## src/rtl/keypad_pkg.sv

```systemverilog
// keypad_pkg: shared types and default frame counts for the keypad event path
package keypad_pkg;

    typedef enum logic [1:0] {IDLE, DEBOUNCE, PRESSED, RELEASE} state_t;
    typedef enum logic [1:0] {FR_NONE, FR_ONE, FR_MULTI} frame_t;
    typedef logic [3:0] key_code_t;

    localparam int unsigned DEF_DEB_FRAMES   = 8;
    localparam int unsigned DEF_REL_FRAMES   = 8;
    localparam int unsigned DEF_FIFO_DEPTH   = 4;
    localparam int unsigned DEF_REPEAT_DELAY = 64;
    localparam int unsigned DEF_REPEAT_RATE  = 16;

endpackage

```

## src/rtl/key_fifo.sv

```systemverilog
// key_fifo: synchronous valid/ready FIFO; pushes into a full FIFO are dropped and flagged sticky
module key_fifo #(
    parameter int unsigned DEPTH = 4,
    parameter int unsigned WIDTH = 4
) (
    input  logic             clk,
    input  logic             rst_n,
    input  logic             push,
    input  logic [WIDTH-1:0] din,
    input  logic             ready,
    output logic [WIDTH-1:0] dout,
    output logic             valid,
    output logic             overflow
);

    localparam int unsigned AW = $clog2(DEPTH);
    localparam int unsigned PW = AW + 1;

    logic [WIDTH-1:0] mem_q [DEPTH];
    logic [WIDTH-1:0] mem_d [DEPTH];
    logic [PW-1:0]    wp_q, wp_d, rp_q, rp_d;
    logic             ovf_q, ovf_d;
    logic             empty, full, pop, wr;

    // pointer/storage update; a pop frees the slot the same cycle so push+pop while full both succeed
    always_comb begin
        empty = wp_q == rp_q;
        full  = (wp_q - rp_q) == PW'(DEPTH);
        pop   = !empty && ready;
        wr    = push && (!full || pop);
        mem_d = mem_q;
        if (wr) mem_d[wp_q[AW-1:0]] = din;
        wp_d  = wp_q + PW'(wr);
        rp_d  = rp_q + PW'(pop);
        ovf_d = ovf_q | (push && full && !pop);
    end

    // state registers
    always_ff @(posedge clk or negedge rst_n) begin
        if (!rst_n) begin
            mem_q <= '{default: '0};
            wp_q  <= '0;
            rp_q  <= '0;
            ovf_q <= 1'b0;
        end else begin
            mem_q <= mem_d;
            wp_q  <= wp_d;
            rp_q  <= rp_d;
            ovf_q <= ovf_d;
        end
    end

    assign dout     = mem_q[rp_q[AW-1:0]];
    assign valid    = !empty;
    assign overflow = ovf_q;

endmodule

```

## src/rtl/keypad_event.sv

```systemverilog
// keypad_event: frame-based debounce of keypad scanner hits into queued key codes (optional auto-repeat: KEY_REPEAT_EN)
module keypad_event
    import keypad_pkg::*;
#(
    parameter int unsigned DEB_FRAMES   = DEF_DEB_FRAMES,
    parameter int unsigned REL_FRAMES   = DEF_REL_FRAMES,
    parameter int unsigned FIFO_DEPTH   = DEF_FIFO_DEPTH,
    parameter int unsigned REPEAT_DELAY = DEF_REPEAT_DELAY,
    parameter int unsigned REPEAT_RATE  = DEF_REPEAT_RATE
) (
    input  logic      clk,
    input  logic      rst_n,
    input  logic      numclk,
    input  key_code_t key,
    output key_code_t code,
    output logic      valid,
    input  logic      ready,
    output logic      pressed,
    output logic      overflow
);

    localparam int unsigned CMAX = (DEB_FRAMES > REL_FRAMES) ? DEB_FRAMES : REL_FRAMES;
    localparam int unsigned CW   = $clog2(CMAX) + 1;

    logic [1:0]    fcnt_q, fcnt_d;
    logic          seen_q, seen_d, multi_q, multi_d;
    key_code_t     fkey_q, fkey_d;
    logic          seen_all, multi_all, fe, one, none, hold;
    key_code_t     fcode;
    frame_t        fres;
    state_t        state_q, state_d;
    key_code_t     cand_q, cand_d;
    logic [CW-1:0] cnt_q, cnt_d, cnt_inc;
    logic          push, rep_push;

    // frame accumulator; classification folds in the fcnt=3 sample, key is only looked at when numclk=1
    always_comb begin
        fe        = fcnt_q == 2'd3;
        seen_all  = seen_q | numclk;
        multi_all = multi_q | (numclk && seen_q && (key != fkey_q));
        fcode     = seen_q ? fkey_q : key;
        fres      = multi_all ? FR_MULTI : (seen_all ? FR_ONE : FR_NONE);
        one       = fe && (fres == FR_ONE);
        none      = fe && (fres == FR_NONE);
        hold      = one && (fcode == cand_q);
        fcnt_d    = fcnt_q + 2'd1;
        seen_d    = !fe && seen_all;
        multi_d   = !fe && multi_all;
        fkey_d    = fe ? '0 : ((!seen_q && numclk) ? key : fkey_q);
    end

    // press/release FSM; acts only at frame end
    always_comb begin
        state_d = state_q;
        cand_d  = cand_q;
        cnt_d   = cnt_q;
        cnt_inc = cnt_q + CW'(1);
        push    = 1'b0;
        case (state_q)
            IDLE: if (one) begin
                cand_d = fcode;
                cnt_d  = CW'(1);
                if (DEB_FRAMES == 1) begin
                    push    = 1'b1;
                    state_d = PRESSED;
                end else state_d = DEBOUNCE;
            end
            DEBOUNCE: if (fe) begin
                if (hold) begin
                    cnt_d = cnt_inc;
                    if (cnt_inc == CW'(DEB_FRAMES)) begin
                        push    = 1'b1;
                        state_d = PRESSED;
                    end
                end else if (one) begin
                    cand_d = fcode;
                    cnt_d  = CW'(1);
                end else state_d = IDLE;
            end
            PRESSED: if (none) begin
                cnt_d = CW'(1);
                if (REL_FRAMES == 1) state_d = IDLE;
                else state_d = RELEASE;
            end else if (rep_push) push = 1'b1;
            RELEASE: if (fe) begin
                if (none) begin
                    cnt_d = cnt_inc;
                    if (cnt_inc == CW'(REL_FRAMES)) state_d = IDLE;
                end else state_d = PRESSED;
            end
            default: state_d = IDLE;
        endcase
    end

`ifdef KEY_REPEAT_EN
    localparam int unsigned RMAX = (REPEAT_DELAY > REPEAT_RATE) ? REPEAT_DELAY : REPEAT_RATE;
    localparam int unsigned RW   = $clog2(RMAX) + 1;

    logic [RW-1:0] rcnt_q, rcnt_d, rcnt_inc, rthr;
    logic          rep_q, rep_d;

    // repeat timer runs only while PRESSED with the same key; any other state clears it
    always_comb begin
        rcnt_inc = rcnt_q + RW'(1);
        rthr     = rep_q ? RW'(REPEAT_RATE) : RW'(REPEAT_DELAY);
        rcnt_d   = '0;
        rep_d    = 1'b0;
        rep_push = 1'b0;
        if (state_q == PRESSED) begin
            rcnt_d = rcnt_q;
            rep_d  = rep_q;
            if (hold) begin
                rep_push = rcnt_inc == rthr;
                rcnt_d   = rep_push ? '0 : rcnt_inc;
                rep_d    = rep_q | rep_push;
            end
        end
    end

    // repeat timer registers
    always_ff @(posedge clk or negedge rst_n) begin
        if (!rst_n) begin
            rcnt_q <= '0;
            rep_q  <= 1'b0;
        end else begin
            rcnt_q <= rcnt_d;
            rep_q  <= rep_d;
        end
    end
`else
    logic unused_rep;
    assign unused_rep = ^{REPEAT_DELAY[0], REPEAT_RATE[0]};
    assign rep_push   = 1'b0;
`endif

    // frame and FSM registers
    always_ff @(posedge clk or negedge rst_n) begin
        if (!rst_n) begin
            fcnt_q  <= '0;
            seen_q  <= 1'b0;
            multi_q <= 1'b0;
            fkey_q  <= '0;
            state_q <= IDLE;
            cand_q  <= '0;
            cnt_q   <= '0;
        end else begin
            fcnt_q  <= fcnt_d;
            seen_q  <= seen_d;
            multi_q <= multi_d;
            fkey_q  <= fkey_d;
            state_q <= state_d;
            cand_q  <= cand_d;
            cnt_q   <= cnt_d;
        end
    end

    assign pressed = (state_q == PRESSED) || (state_q == RELEASE);

    key_fifo #(.DEPTH(FIFO_DEPTH), .WIDTH(4)) u_fifo (
        .clk      (clk),
        .rst_n    (rst_n),
        .push     (push),
        .din      (cand_d),
        .ready    (ready),
        .dout     (code),
        .valid    (valid),
        .overflow (overflow)
    );

endmodule
```

## config.mk

```make
export PLATFORM = sky130hd
export DESIGN_NAME = keypad_event
export DESIGN_NICKNAME = d
export VERILOG_FILES = /design/src/rtl/keypad_pkg.sv /design/src/rtl/key_fifo.sv /design/src/rtl/keypad_event.sv
export SDC_FILE = /design/constraint.sdc
export NUM_CORES = 1
export LEC_CHECK = 0
export CORE_ASPECT_RATIO = 0.5
export CORE_UTILIZATION = 40
export CTS_CLUSTER_DIAMETER = 120
export CTS_CLUSTER_SIZE = 16
export DETAILED_ROUTE_END_ITERATION = 6
export PLACE_DENSITY_LB_ADDON = 0.05
export SLEW_MARGIN = 40
export SYNTH_ARGS = -nofsm -noshare
export SYNTH_HDL_FRONTEND = slang
export SYNTH_SLANG_ARGS = --single-unit
```

## constraint.sdc

```tcl
create_clock -name clk -period 3.4 [get_ports clk]
set_clock_uncertainty 0.2 [all_clocks]
set_input_delay 0.68 -clock clk [delete_from_list [all_inputs] [get_ports clk]]
set_output_delay 0.68 -clock clk [all_outputs]
set_load 0.01 [all_outputs]
```

==> impl_results.md <==
* Cell Area, Synth at roughly 0.0023 sq mm
* Worst-margin pin slew at between 500 and 600 ps
* Post-Syn Instances at about 200
* Detail Placement HPWL at 3490 microns
* GRT Total Usage at a little under a fifth
* RSZ-0062 raised after global routing: no
* Depth of the CTS H-tree at 2
* Post-synthesis async set-or-reset flop share at 100%
* CTS tree: yes
* Worst-skew pair later-pin latency at 280 ps
* YS warnings at 0
* Root buf cell: clkbuf_16
* Top cells by area, synth: dfrtp_1, mux2_1, ha_1
* Initial antenna violation count at 0
* CTS buffer count at 5
* Worst hold path class: primary input to asynchronous set/reset pin
* Core area at about 0.0052 sq mm
* Worst flop-to-flop path startpoint: seen_q
* Rows at 18
* R2R Setup Slk at roughly 560 ps
* DRC at 0
* Fin cells at approximately 300
* Clock Pin Slew Worst Setup and Hold Paths at about 60 ps
* Sequential share of the synthesized area at between 40% and 50%
* Total number of vias at 1,605
* Worst EP arrival at just over 3000 ps
* Crit path capture type: flip-flop
* IO Count at 15
* Drt via density at around 5.3
* Crit path kind: primary input to flip-flop
* Port bufs at 14
* Number of global-route vias before repair at between 1.5k and 2k
* Fmax achieved at approximately 320 MHz
* CTS Sinks at 41
* Antenna viol nets, final at 0
* Gr ovfl total at 0
* Largest net degree at the start of global routing at 42
* Worst reg-to-reg path cell count at 5
* Avg Cell Area, Syn at ~12 sq um
* Deepest clock path buffer count at 2
* Synth unique cells at 46
* Critical Path Source Type: primary input
* Post-synth EDFFs at 0
* Post-CTS resize count at 0
* Cts hold-fix bufs at 0
* # Max-Cap Violations at 0
* Status: finished, final reports clean
* FF+latch count, synth at 41
* Max Slew Vio Count at 0
* Period utilization at about nine tenths
* Post-place setup slack at 34.6 ps
* DIE AREA at approximately 0.006 sq mm
* Slew headroom at between 60 and 70%
* Placed cell count at 293
* WP data required at ~3400 ps
* First-pass GRT wire length at a little over 8000 microns
* # nets final at 246
* Antenna fix cells at 0
* Synth top area share at 45.1%
* DR WL/cell at about 16 microns
* Layout area overhead at 21.6%
* Cell Pwr Density at 438 mW/mm^2
* Setup violations, final at 0
* Syn Nets at approximately 210
* FILL cells at ~460
* Post-synth top area cell: dfrtp_1
* Die X at 109 microns
* Synth Flop Type: dfrtp_1
* Fin Setup TNS at 0 ps
* Worst vdd ir at 0.233 mV
* Post-synth top cells: dfrtp_1, nand2_1, mux2_1, a21oi_1, ha_1
* DIE HEIGHT at between 50 and 60 microns
* Drt pass-1 iters at 4
* Reg2reg end: u_fifo.mem_q[12]
* CP max FO at 5
* Initial Utilization at 43.8%
* Post-layout min period at just over 3000 ps
* Leak at 1.30 nW
* Final core utilization at ~53%
* Setup Buffers After CTS at 0
* DRT Wirelength at approximately 4700 microns
* Layout cells sized above 1 at about a fifth
* Final Hold Viols at 0
* Cell with the most instances after synthesis: dfrtp_1
* Setup ws final at 305 ps
* Initial DRC count at between 40 and 50
* GP Congestion at slightly below 0.8
==> worst max-delay path by stage <==
| stage | start | end | slack, ps |
|---|---|---|---|
| final | key[3] | u_fifo.mem_q[4] | 300 |
| after global routing | key[3] | u_fifo.mem_q[0] | 230 |
| after CTS | key[3] | u_fifo.mem_q[4] | 320 |
| after detailed placement | key[3] | u_fifo.mem_q[12] | 30 |
| after global placement | key[3] | u_fifo.mem_q[11] | 50 |
| after floorplan | key[3] | u_fifo.mem_q[12] | 390 |
==> cells in the final DEF (no fill, tap or decap), types with 5 or more instances in the layout <==
cell type         n
a21oi_1           9
buf_4            18
clkbuf_16         5
clkdlybuf4s50_1  13
dfrtp_1          41
ha_1              8
mux2_1           12
mux2_4            5
nand2_1          21
nand3_1           5
nor2_1            7
nor2b_1           5
nor3_1            7
xor2_1            7
==> per-layer routing <==
| metal | GRT usage [%] | vias to the layer above | wire (microns) |
|---|---|---|---|
| li1 | - | 805 | - |
| met1 | 26.7 | 774 | 2610 |
| met2 | 24.7 | 21 | 1860 |
| met3 | 5.67 | 5 | 145 |
| met4 | 6.37 | 0 | 63 |
| met5 | 0 | - | 0 |
==> sequential cells by signal (all words and copies together), names as in the netlist <==
register / flops
fkey_q: 4
u_fifo.rp_q: 3
multi_q: 1
u_fifo.overflow: 1
cnt_q: 4
u_fifo.mem_q: 16
cand_q: 4
u_fifo.wp_q: 3
seen_q: 1
fcnt_q: 2
state_q: 2
==> per-stage QoR <==
| step | power (mW) | area (sq um) | hold WS (ps) |
|---|---|---|---|
| 2_1_floorplan | 0.641 | 2280 | 184 |
| 3_3_place_gp | 0.724 | 2610 | 211 |
| 3_5_place_dp | 0.727 | 2610 | 218 |
| 4_1_cts | 1.23 | 2770 | 194 |
| 5_1_grt | 1.27 | 2770 | 215 |
| 6_report | 1.21 | 2770 | 170 |
==> worst max-delay path, stage by stage <==
cell and delay (ps):
clkdlybuf4s50_1 440, buf_4 150, xor2_1 180, o41ai_1 410, buf_4 190, nand3_1 110
buf_4 190, nor4_4 200, buf_4 180, mux2_1 320
==> area by class of cell <==
| type | instances | area (sq um) | share of cell area (%) |
|---|---|---|---|
| Tap cell | 70 | 87.6 | 3.16 |
| Multi-Input combinational cell | 146 | 1200 | 43.3 |
| Clock inverter | 1 | 5.00 | 0.181 |
| Clock buffer | 7 | 153 | 5.51 |
| Timing Repair Buffer | 32 | 285 | 10.3 |
| Inverter | 4 | 15.0 | 0.542 |
| Sequential cell | 41 | 1030 | 37.0 |
==> report_power, final <==
part           switching, mW  leakage [nW]  internal, mW
combinational         0.0915         0.665        0.0899
clock                  0.186        0.0799         0.311
sequential            0.0265         0.551         0.509
==> kinds of logic after synthesis <==
group / after synthesis / synth area share, %
fa+ha+maj: 8 / 4.40
mux: 25 / 15.2
xor+xnor: 11 / 4.23
buf+inv: 10 / 2.31
compound gates: 36 / 11.5
flops: 41 / 45.1
simple gates: 66 / 17.4
No activity file was read; power rests on OpenSTA's default activity.
